## config.mk

```make
export PLATFORM = sky130hd
export DESIGN_NAME = bank_readout_ctrl_flat
export DESIGN_NICKNAME = d
export VERILOG_FILES = /design/src/rtl/bank_readout_ctrl_if.sv /design/src/rtl/bank_readout_ctrl.sv /design/src/flat_wrapper.sv
export SDC_FILE = /design/constraint.sdc
export NUM_CORES = 1
export LEC_CHECK = 0
export ABC_AREA = 1
export CORE_MARGIN = 2
export CORE_UTILIZATION = 45
export DETAILED_ROUTE_END_ITERATION = 12
export GPL_ROUTABILITY_DRIVEN = 0
export PLACE_DENSITY_LB_ADDON = 0.2
export SLEW_MARGIN = 20
export SYNTH_ARGS = -nofsm -noshare
export SYNTH_HDL_FRONTEND = slang
export SYNTH_SLANG_ARGS = --single-unit
```

## constraint.sdc

```tcl
create_clock -name clk_i -period 2.4 [get_ports clk_i]
set_input_delay 0.24 -clock clk_i [delete_from_list [all_inputs] [get_ports clk_i]]
set_output_delay 0.24 -clock clk_i [all_outputs]
set_load 0.03 [all_outputs]
```

## src/rtl/bank_readout_ctrl_if.sv

```systemverilog
// Readout bus bundle: bank-memory read port plus the valid/ready output stream.
// The master side is the readout controller; the slave side is the memory and consumer.
interface bank_readout_ctrl_if #(
  parameter int WIDTH = 32,
  parameter int ABITS = 5,
  parameter int BBITS = 1
);
  logic             rd_en_o;
  logic [BBITS-1:0] rd_bank_o;
  logic [ABITS-1:0] rd_adr_o;
  logic [WIDTH-1:0] rd_dat_i;
  logic [WIDTH-1:0] dat_o;
  logic             valid_o;
  logic             last_o;
  logic             ready_i;

  modport master (
    output rd_en_o, rd_bank_o, rd_adr_o, dat_o, valid_o, last_o,
    input  rd_dat_i, ready_i
  );

  modport slave (
    input  rd_en_o, rd_bank_o, rd_adr_o, dat_o, valid_o, last_o,
    output rd_dat_i, ready_i
  );
endinterface

```

## src/rtl/bank_readout_ctrl.sv

```systemverilog
// Bank readout controller: on a bank swap, reads every word of the retired
// correlator bank and streams it out through a small credit-limited FIFO.
module bank_readout_ctrl #(
  parameter int WIDTH   = 32,
  parameter int ABITS   = 5,
  parameter int NBLOCKS = 24,
  parameter int BANKS   = 2,
  parameter int BBITS   = 1,
  parameter int RLAT    = 2,
  parameter int FDEPTH  = 4
) (
  input  logic                clk_i,
  input  logic                rst_ni,
  input  logic                en_i,
  input  logic                swap_i,
  input  logic                clr_i,
  output logic [BBITS-1:0]    wbank_o,
  output logic                busy_o,
  output logic                done_o,
  output logic                overrun_o,
  bank_readout_ctrl_if.master bus
);

  localparam int PBITS = (FDEPTH > 1) ? $clog2(FDEPTH) : 1;
  localparam int CBITS = $clog2(FDEPTH + 1);

  typedef enum logic [1:0] {IDLE, READ, DRAIN, DONE} state_e;

  state_e               state_q, state_d;
  logic [BBITS-1:0]     wbank_q, rd_bank_q;
  logic [ABITS-1:0]     adr_q;
  logic                 overrun_q;
  logic [RLAT-1:0]      vld_q, vld_d, lst_q, lst_d;
  logic [CBITS-1:0]     inflight_q, count_q;
  logic [PBITS-1:0]     wptr_q, rptr_q;
  logic [WIDTH:0]       fifo_q [FDEPTH];

  logic                 start, rd_en, issue_last, credit_ok, tap, pop;
  logic [CBITS:0]       used;

  // A swap only launches a readout from IDLE or DONE; elsewhere it is an overrun.
  assign start      = swap_i && en_i && (state_q == IDLE || state_q == DONE);
  assign issue_last = (adr_q == ABITS'(NBLOCKS - 1));
  // Reserve a FIFO slot for every read in flight so no return can be dropped.
  assign used       = {1'b0, count_q} + {1'b0, inflight_q};
  assign credit_ok  = (used < (CBITS + 1)'(FDEPTH));
  assign tap        = vld_q[RLAT-1];
  assign pop        = bus.valid_o && bus.ready_i;

  // FSM state register.
  always_ff @(posedge clk_i or negedge rst_ni) begin
    if (!rst_ni) state_q <= IDLE;
    else         state_q <= state_d;
  end

  // FSM next-state logic.
  always_comb begin
    state_d = state_q;
    case (state_q)
      IDLE:    if (start) state_d = READ;
      READ:    if (rd_en && issue_last) state_d = DRAIN;
      DRAIN:   if (inflight_q == '0 && count_q == '0) state_d = DONE;
      DONE:    state_d = start ? READ : IDLE;
      default: state_d = IDLE;
    endcase
  end

  // FSM outputs: read strobe is throttled by FIFO credit.
  always_comb begin
    rd_en  = 1'b0;
    busy_o = (state_q != IDLE);
    done_o = (state_q == DONE);
    if (state_q == READ) rd_en = credit_ok;
  end

  // Bank pointers, read address and sticky overrun flag.
  always_ff @(posedge clk_i or negedge rst_ni) begin
    if (!rst_ni) begin
      wbank_q   <= '0;
      rd_bank_q <= '0;
      adr_q     <= '0;
      overrun_q <= 1'b0;
    end else begin
      if (swap_i) wbank_q <= wbank_q + BBITS'(1);
      if (start) begin
        rd_bank_q <= wbank_q;
        adr_q     <= '0;
      end else if (rd_en) begin
        adr_q <= adr_q + ABITS'(1);
      end
      if (swap_i && (state_q == READ || state_q == DRAIN)) overrun_q <= 1'b1;
      else if (clr_i)                                       overrun_q <= 1'b0;
    end
  end

  // Read-latency shift: valid and last flag ride alongside each issued read.
  always_comb begin
    vld_d    = '0;
    lst_d    = '0;
    vld_d[0] = rd_en;
    lst_d[0] = rd_en && issue_last;
    for (int i = 1; i < RLAT; i++) begin
      vld_d[i] = vld_q[i-1];
      lst_d[i] = lst_q[i-1];
    end
  end

  // Read pipeline and in-flight counter; reset discards pending returns.
  always_ff @(posedge clk_i or negedge rst_ni) begin
    if (!rst_ni) begin
      vld_q      <= '0;
      lst_q      <= '0;
      inflight_q <= '0;
    end else begin
      vld_q <= vld_d;
      lst_q <= lst_d;
      if (rd_en && !tap)      inflight_q <= inflight_q + CBITS'(1);
      else if (!rd_en && tap) inflight_q <= inflight_q - CBITS'(1);
    end
  end

  // FIFO pointers and occupancy.
  always_ff @(posedge clk_i or negedge rst_ni) begin
    if (!rst_ni) begin
      wptr_q  <= '0;
      rptr_q  <= '0;
      count_q <= '0;
    end else begin
      if (tap) wptr_q <= (wptr_q == PBITS'(FDEPTH - 1)) ? '0 : wptr_q + PBITS'(1);
      if (pop) rptr_q <= (rptr_q == PBITS'(FDEPTH - 1)) ? '0 : rptr_q + PBITS'(1);
      if (tap && !pop)      count_q <= count_q + CBITS'(1);
      else if (!tap && pop) count_q <= count_q - CBITS'(1);
    end
  end

  // FIFO storage: data words carry their last flag in the top bit.
  always_ff @(posedge clk_i) begin
    if (tap) fifo_q[wptr_q] <= {lst_q[RLAT-1], bus.rd_dat_i};
  end

  // Head of the FIFO is forced to zero when empty so idle outputs read as 0.
  assign bus.valid_o   = (count_q != '0);
  assign bus.dat_o     = bus.valid_o ? fifo_q[rptr_q][WIDTH-1:0] : '0;
  assign bus.last_o    = bus.valid_o && fifo_q[rptr_q][WIDTH];
  assign bus.rd_en_o   = rd_en;
  assign bus.rd_bank_o = rd_bank_q;
  assign bus.rd_adr_o  = adr_q;
  assign wbank_o       = wbank_q;
  assign overrun_o     = overrun_q;

endmodule

```

## src/flat_wrapper.sv

```systemverilog
// flat-port wrapper written by rule: the top's interface ports become plain ports
module bank_readout_ctrl_flat 
#(
  parameter int WIDTH   = 32,
  parameter int ABITS   = 5,
  parameter int NBLOCKS = 24,
  parameter int BANKS   = 2,
  parameter int BBITS   = 1,
  parameter int RLAT    = 2,
  parameter int FDEPTH  = 4
)
  (clk_i, rst_ni, en_i, swap_i, clr_i, wbank_o, busy_o, done_o, overrun_o, bus_rd_en_o, bus_rd_bank_o, bus_rd_adr_o, bus_dat_o, bus_valid_o, bus_last_o, bus_rd_dat_i, bus_ready_i);
  bank_readout_ctrl_if #(.WIDTH(WIDTH), .ABITS(ABITS), .BBITS(BBITS)) bus_i ();
  input  logic clk_i;
  input  logic rst_ni;
  input  logic en_i;
  input  logic swap_i;
  input  logic clr_i;
  output logic [BBITS-1:0] wbank_o;
  output logic busy_o;
  output logic done_o;
  output logic overrun_o;
  output wire logic [$bits(bus_i.rd_en_o)-1:0] bus_rd_en_o;
  output wire logic [$bits(bus_i.rd_bank_o)-1:0] bus_rd_bank_o;
  output wire logic [$bits(bus_i.rd_adr_o)-1:0] bus_rd_adr_o;
  output wire logic [$bits(bus_i.dat_o)-1:0] bus_dat_o;
  output wire logic [$bits(bus_i.valid_o)-1:0] bus_valid_o;
  output wire logic [$bits(bus_i.last_o)-1:0] bus_last_o;
  input wire logic [$bits(bus_i.rd_dat_i)-1:0] bus_rd_dat_i;
  input wire logic [$bits(bus_i.ready_i)-1:0] bus_ready_i;
  assign bus_rd_en_o = bus_i.rd_en_o;
  assign bus_rd_bank_o = bus_i.rd_bank_o;
  assign bus_rd_adr_o = bus_i.rd_adr_o;
  assign bus_dat_o = bus_i.dat_o;
  assign bus_valid_o = bus_i.valid_o;
  assign bus_last_o = bus_i.last_o;
  assign bus_i.rd_dat_i = bus_rd_dat_i;
  assign bus_i.ready_i = bus_ready_i;
  bank_readout_ctrl #(.WIDTH(WIDTH), .ABITS(ABITS), .NBLOCKS(NBLOCKS), .BANKS(BANKS), .BBITS(BBITS), .RLAT(RLAT), .FDEPTH(FDEPTH)) u_core (.clk_i(clk_i), .rst_ni(rst_ni), .en_i(en_i), .swap_i(swap_i), .clr_i(clr_i), .wbank_o(wbank_o), .busy_o(busy_o), .done_o(done_o), .overrun_o(overrun_o), .bus(bus_i));
endmodule
```

==> results of run 1 <==
[placed cells by master (no fill, tap or decap), drive strengths merged, types with 15 or more instances in the layout]
cell type / synthesis / routed
clkbuf: 4 / 21
inv: 27 / 27
edfxtp: 132 / 132
buf: 22 / 52
nand2: 23 / 23
o21ai: 77 / 77
clkdlybuf4s50: 0 / 48
a21oi: 40 / 40
ha: 15 / 15
nor2: 144 / 144
dfrtp: 24 / 24
[how the worst max path moves through the flow]
stage,from,to,slack (ns),cells past startpoint
floorplan,u_core.count_q[2],u_core.inflight_q[2],0.01,12
global placement,u_core.count_q[2],u_core.inflight_q[2],0.16,12
detailed placement,u_core.count_q[2],u_core.inflight_q[2],0.11,12
CTS,u_core.state_q[1],u_core.inflight_q[2],0.11,12
global route,u_core.state_q[1],u_core.inflight_q[2],-0.005,12
finish,u_core.rptr_q[0],bus_dat_o[21],0.15,5
[final cells by class]
class	instances	area share, %
inverter	27	1.287
clock inverter	11	2.047
sequential	156	56.57
multi-input combinational	322	19.91
clock buffer	21	5.829
tap	180	2.791
timing repair buffer	101	11.57
[power breakdown]
group          switching (W)  leakage (nW)  internal (W)  total [W]
Sequential          0.000250          1.49       0.00336    0.00361
Clock                0.00100         0.301       0.00182    0.00282
Combinational        0.00306          1.22       0.00174    0.00480
Total                0.00432          3.01       0.00691     0.0112
[registers in the layout (all words and copies together), names as in the netlist, 2 cells and up]
name                 flops
u_core.state_q           2
u_core.inflight_q        3
u_core.count_q           3
u_core.lst_q             2
u_core.vld_q             2
u_core.wptr_q            2
u_core.rptr_q            2
u_core.bus.rd_adr_o      5
u_core.fifo_q          132
[logic make-up (layout without fill, tap and decap cells)]
kind of cell | Yosys count | in the layout | synth area share (%)
simple gates | 178 | 178 | 10.67
flops | 156 | 156 | 70.90
compound gates | 117 | 117 | 9.096
buf+inv | 53 | 160 | 4.315
fa+ha+maj | 17 | 17 | 3.537
xor+xnor | 7 | 7 | 0.9524
mux | 3 | 3 | 0.5247
[stage by stage]
stage	cells	instance area [um^2]
3_3_place_gp	783	7398
4_1_cts	815	8033
2_1_floorplan	531	6437
6_report	818	8070
3_5_place_dp	783	7398
5_1_grt	818	8070
[routing by layer]
layer	vias up	global-route usage (%)	wire length [um]
met5	-	0	0
met4	0	6.747	189
met3	16	5.540	621
met2	88	28.71	6415
met1	2013	23.56	5790
li1	2031	-	-
[repair_timing]
item / CTS / global route
buffers inserted: 0 / 3
endpoints found under the setup margin: 1 / 3
hold buffers: 0 / 0
resized for setup: 1 / 7
endpoints found under the hold margin: 0 / 0
==> impl_results.md, run 1 <==
* Status: finished, final reports clean
* Most frequent cells after synthesis: nor2_1 (144), edfxtp_1 (132), o21ai_0 (52), a21oi_1 (40)
* Final TNS setup at 0 ns
* Post-synth EDFFs at 132
* Initial DRT Pass Iterations at 5
* Residual DRC count at 0
* Initial Util at 46.20%
* CTS Buffer Depth at 2
* Post-synth net total at 586
* Peak VDD IR at 612.0 uV
* Core Area at 0.01393 mm^2
* Input/output buffers at 82
* Most used cell, CP: buf_4
* Leakage at 3.005 nW
* Reg-to-Reg Start: u_core.state_q[1]
* Post-DP HPWL at 7873 um
* Max_slew headroom at 63.16%
* Antenna Nets Post-Route at 0
* Initial antenna violation count at 0
* Syn Inst Count at 531
* Filler cells at 1,130
* Clock Sink Count at 156
* Buf/Inv on CP at 3
* R2r worst-path depth at 12
* Clock transition at path regs at 0.06 ns
* Final wirelength at 13,020 um
* FF-to-FF End: u_core.inflight_q[2]
* CTS tree: built
* FFs w/ async S/R, synth at 15.38%
* Share of the synthesized area in the top cell type at 61.57%
* Worst hold margin at 0.1755 ns
* Crit. End Element: output port
* Top area cells in the synthesized netlist: edfxtp_1 (62%), dfrtp_1 (9.3%), nor2_1 (8.4%)
* Post-Route Utilization at 57.92%
* Die area at 0.01528 mm^2
* Multi-input gate area at 0.001607 mm^2
* Crit path cell chain: inv_4 > buf_4 > o21ai_0 > a21oi_1 > buf_4
* Fmax at 0.4444 GHz
* Flop-to-flop setup slack at 0.23 ns
* Vias in the first global route at 4,024
* Pin count of the biggest net entering global routing at 35
* Share of post-route cells with drive strength above 1 at 15.36%
* CP max FO at 18
* Power per cell area at 1391 mW/mm^2
* Total Routing Usage GR at 18.09%
* Clock skew at 0.007841 ns
* Final Setup Violations at 0
* Area growth, synth to finish at 25.36%
* Root Buffer: clkbuf_16
* Netlist Area Pre-Place at 0.006437 mm^2
* Critical path required time at 2.16 ns
* Place WS at 0.1128 ns
* #FFs+latches synth at 156
* TritonCTS buffer count at 17
* Clock latency at the later pin of the worst-skew pair at 0.43 ns
* Sequential cell area at 0.004566 mm^2
* Hold violation count in the final report at 0
* DR vias at 4,148
* Most frequent cell after synthesis: nor2_1
* Worst path slowest cell: dfrtp_2
* Grt ovf at 0
* Largest area contributor in the netlist: edfxtp_1
* Min-delay worst type: primary input to asynchronous set/reset pin
* I/O pins at 83
* Max cap viols at 0
* Setup slack after layout at 0.1496 ns
* Die Ht at 123.6 um
* Period minus WS final at 2.250 ns
* Chip width at 123.6 um
* Top FF cell, synth: edfxtp_1
* # rows at 43
* CP top delay family: buffers and inverters
* Iteration-0 DRC Markers at 303
* Vias per cell at 5.071
* Final net count at 680
* Routed WL per cell at 15.91 um
* YS warnings at 0
* Tot Pwr at 0.01123 W
* Critical path class: flip-flop to output port
* Largest stage delay on the critical path at 0.53 ns
* Share of the yosys chip area belonging to registers at 70.90%
* CTS H-tree lvls at 4
* Share of the clock period used by the worst path after layout at 93.77%
* Ant diodes at 0
* First-pass GRT wire length at 20,280 um
* Post-synthesis average cell area at 12.12 um^2
* Critical Path AT at 2.01 ns
* Worst Tran Pin Value at 0.5518 ns
* CP Launch Type: flip-flop
* Fin. max-slew vios at 0
* Synth cell types at 23
No activity file was read; power rests on OpenSTA's default activity.
==> run 2, diff against run 1 <==
--- a/config.mk
+++ b/config.mk
@@ -7,7 +7,8 @@
 export LEC_CHECK = 0
 export ABC_AREA = 1
 export CORE_MARGIN = 2
-export CORE_UTILIZATION = 45
+export CORE_UTILIZATION = 55
+export CTS_CLUSTER_DIAMETER = 200
 export DETAILED_ROUTE_END_ITERATION = 12
 export GPL_ROUTABILITY_DRIVEN = 0
 export PLACE_DENSITY_LB_ADDON = 0.2
==> run 2 against run 1 <==
  * Power is 5.4% lower
  * Combinational power decreased by 2%
  * Setup slack got worse by 0.062 ns
  * Critical path depth down 1
  * Count of clock-buffer cells in the layout decreased by 1
  * Sequential share of layout area up 1.6 points
  * Highest routed layer unchanged
==> impl_results.md, run 2 (same netlist as run 1, synthesis figures left out) <==
* Total Routing Usage GR at 21.13%
* Final net count at 675
* Place WS at 0.1122 ns
* Critical Path AT at 2.07 ns
* Antenna Nets Post-Route at 0
* Most flops, register: u_core.fifo_q
* Most common cell after layout, fill and taps aside: nor2_1
* Root Buffer: clkbuf_16
* Residual DRC count at 0
* Setup repair after global routing missed its margin: true
* Min-delay worst type: primary input to asynchronous set/reset pin
* TritonCTS buffer count at 17
* Share of the clock period used by the worst path after layout at 96.33%
* Post-DP HPWL at 7401 um
* Initial antenna violation count at 1
* Clock latency at the later pin of the worst-skew pair at 0.41 ns
* Period minus WS final at 2.312 ns
* Crit. End Element: output port
* Grt ovf at 0
* Vias per cell at 5.360
* CTS Buffer Depth at 2
* Vias in the first global route at 4,143
* Hold violation count in the final report at 0
* Final wirelength at 12,640 um
* Critical path required time at 2.16 ns
* Peak VDD IR at 858.7 uV
* Max cap viols at 0
* Clock skew at 0.004355 ns
* Logic pwr share at 44.1%
* Net load switching power at 0.004220 W
* Initial DRT Pass Iterations at 5
* CTS tree: built
* Critical path class: flip-flop to output port
* Leakage at 2.933 nW
* Max reg flops at 132
* R2r worst-path depth at 12
* Part of the power in the clock network at 22.1%
* Hold_buf cts at 0
* # rows at 39
* Chip width at 112.2 um
* Buf/Inv on CP at 2
* Pin count of the biggest net entering global routing at 68
* Initial Util at 56.38%
* Clock Sink Count at 156
* Share of post-route cells with drive strength above 1 at 12.80%
* Post-CTS setup repair buffer count at 0
* Input/output buffers at 82
* Setup slack after layout at 0.08796 ns
* Status: finished, final reports clean
* Reg-to-Reg Start: u_core.count_q[2]
* I/O pins at 83
* CP max FO at 67
* Die area at 0.01259 mm^2
* Iteration-0 DRC Markers at 308
* Routed WL per cell at 16.26 um
* CP Launch Type: flip-flop
* Power per cell area at 1353 mW/mm^2
* Largest stage delay on the critical path at 0.44 ns
* Sw Share at 39.72%
* Most frequent cells in the layout: nor2_1 (143), edfxtp_1 (132), o21ai_0 (52)
* First-pass GRT wire length at 20,330 um
* Core Area at 0.01142 mm^2
* Share of power burned in registers at 33.7%
* Fin. max-slew vios at 0
* Clock transition at path regs at 0.06 ns
* Worst Tran Pin Value at 0.6327 ns
* Crit path cell chain: inv_4 > o21ai_0 > a21oi_1 > buf_4
* Flop-to-flop setup slack at 0.20 ns
* Post-Route Utilization at 68.77%
* DR vias at 4,165
* Crit path from: u_core.rptr_q[0]
* Cell-internal power at 0.006403 W
* Die Ht at 112.2 um
* Final Setup Violations at 0
* CP Depth at 4
* Area growth, synth to finish at 21.98%
* Worst path slowest cell: inv_4
* CP top delay family: buffers and inverters
* Fmax at 0.4325 GHz
* Max_slew headroom at 57.82%
* CTS H-tree lvls at 4
-- run 2: cell type report --
type | instances | area (um^2)
Sequential cell | 156 | 4567
Fill cell | 820 | 3566
Timing Repair Buffer | 96 | 883.3
Antenna cell | 1 | 2.502
Tap cell | 143 | 178.9
Clock buffer | 20 | 436.7
Inverter | 27 | 103.9
Clock inverter | 12 | 80.08
Multi-Input combinational cell | 322 | 1600
-- run 2: worst paths after layout --
| kind | end |
|---|---|
| setup reg to reg | u_core.inflight_q[2] |
| min in group clk_i | u_core.lst_q[1] |
| hold / removal | u_core.wptr_q[1] |
| setup / recovery | bus_dat_o[2] |
| max in group asynchronous | u_core.state_q[1] |
| hold reg to reg | u_core.lst_q[1] |
-- run 2: per-stage QoR --
stage / power (W) / cells / hold WS (ns) / TNS, ns / instance area (um^2)
floorplan: 0.006823 / 531 / -0.05559 / 0 / 6437
global placement: 0.008214 / 744 / 0.3385 / 0 / 7325
detailed placement: 0.008321 / 744 / 0.3373 / 0 / 7325
CTS: 0.01069 / 776 / 0.1929 / 0 / 7840
global route: 0.01126 / 776 / 0.2239 / -0.003570 / 7850
finish: 0.01062 / 777 / 0.1987 / 0 / 7853
-- run 2: metal layers --
layer	track usage, %	wire (um)	vias to the layer above
li1	-	-	2019
met1	27.00	5216	2009
met2	34.58	6480	123
met3	5.886	769	14
met4	8.537	170	0
met5	0	0	-
-- run 2: power by group through the flow --
stage | clock [W] | sequential [W] | combinational (W)
6_report | 0.00235 | 0.00359 | 0.00469
5_1_grt | 0.00249 | 0.00363 | 0.00514
4_1_cts | 0.00239 | 0.00358 | 0.00472
3_5_place_dp | 0 | 0.00363 | 0.00469
3_3_place_gp | 0 | 0.00361 | 0.00460
2_1_floorplan | 0 | 0.00366 | 0.00316
-- run 2: what timing repair did --
| action | CTS | global route |
|---|---|---|
| resized for setup | 1 | 6 |
| setup endpoints to repair | 1 | 4 |
| hold endpoints to repair | 0 | 0 |
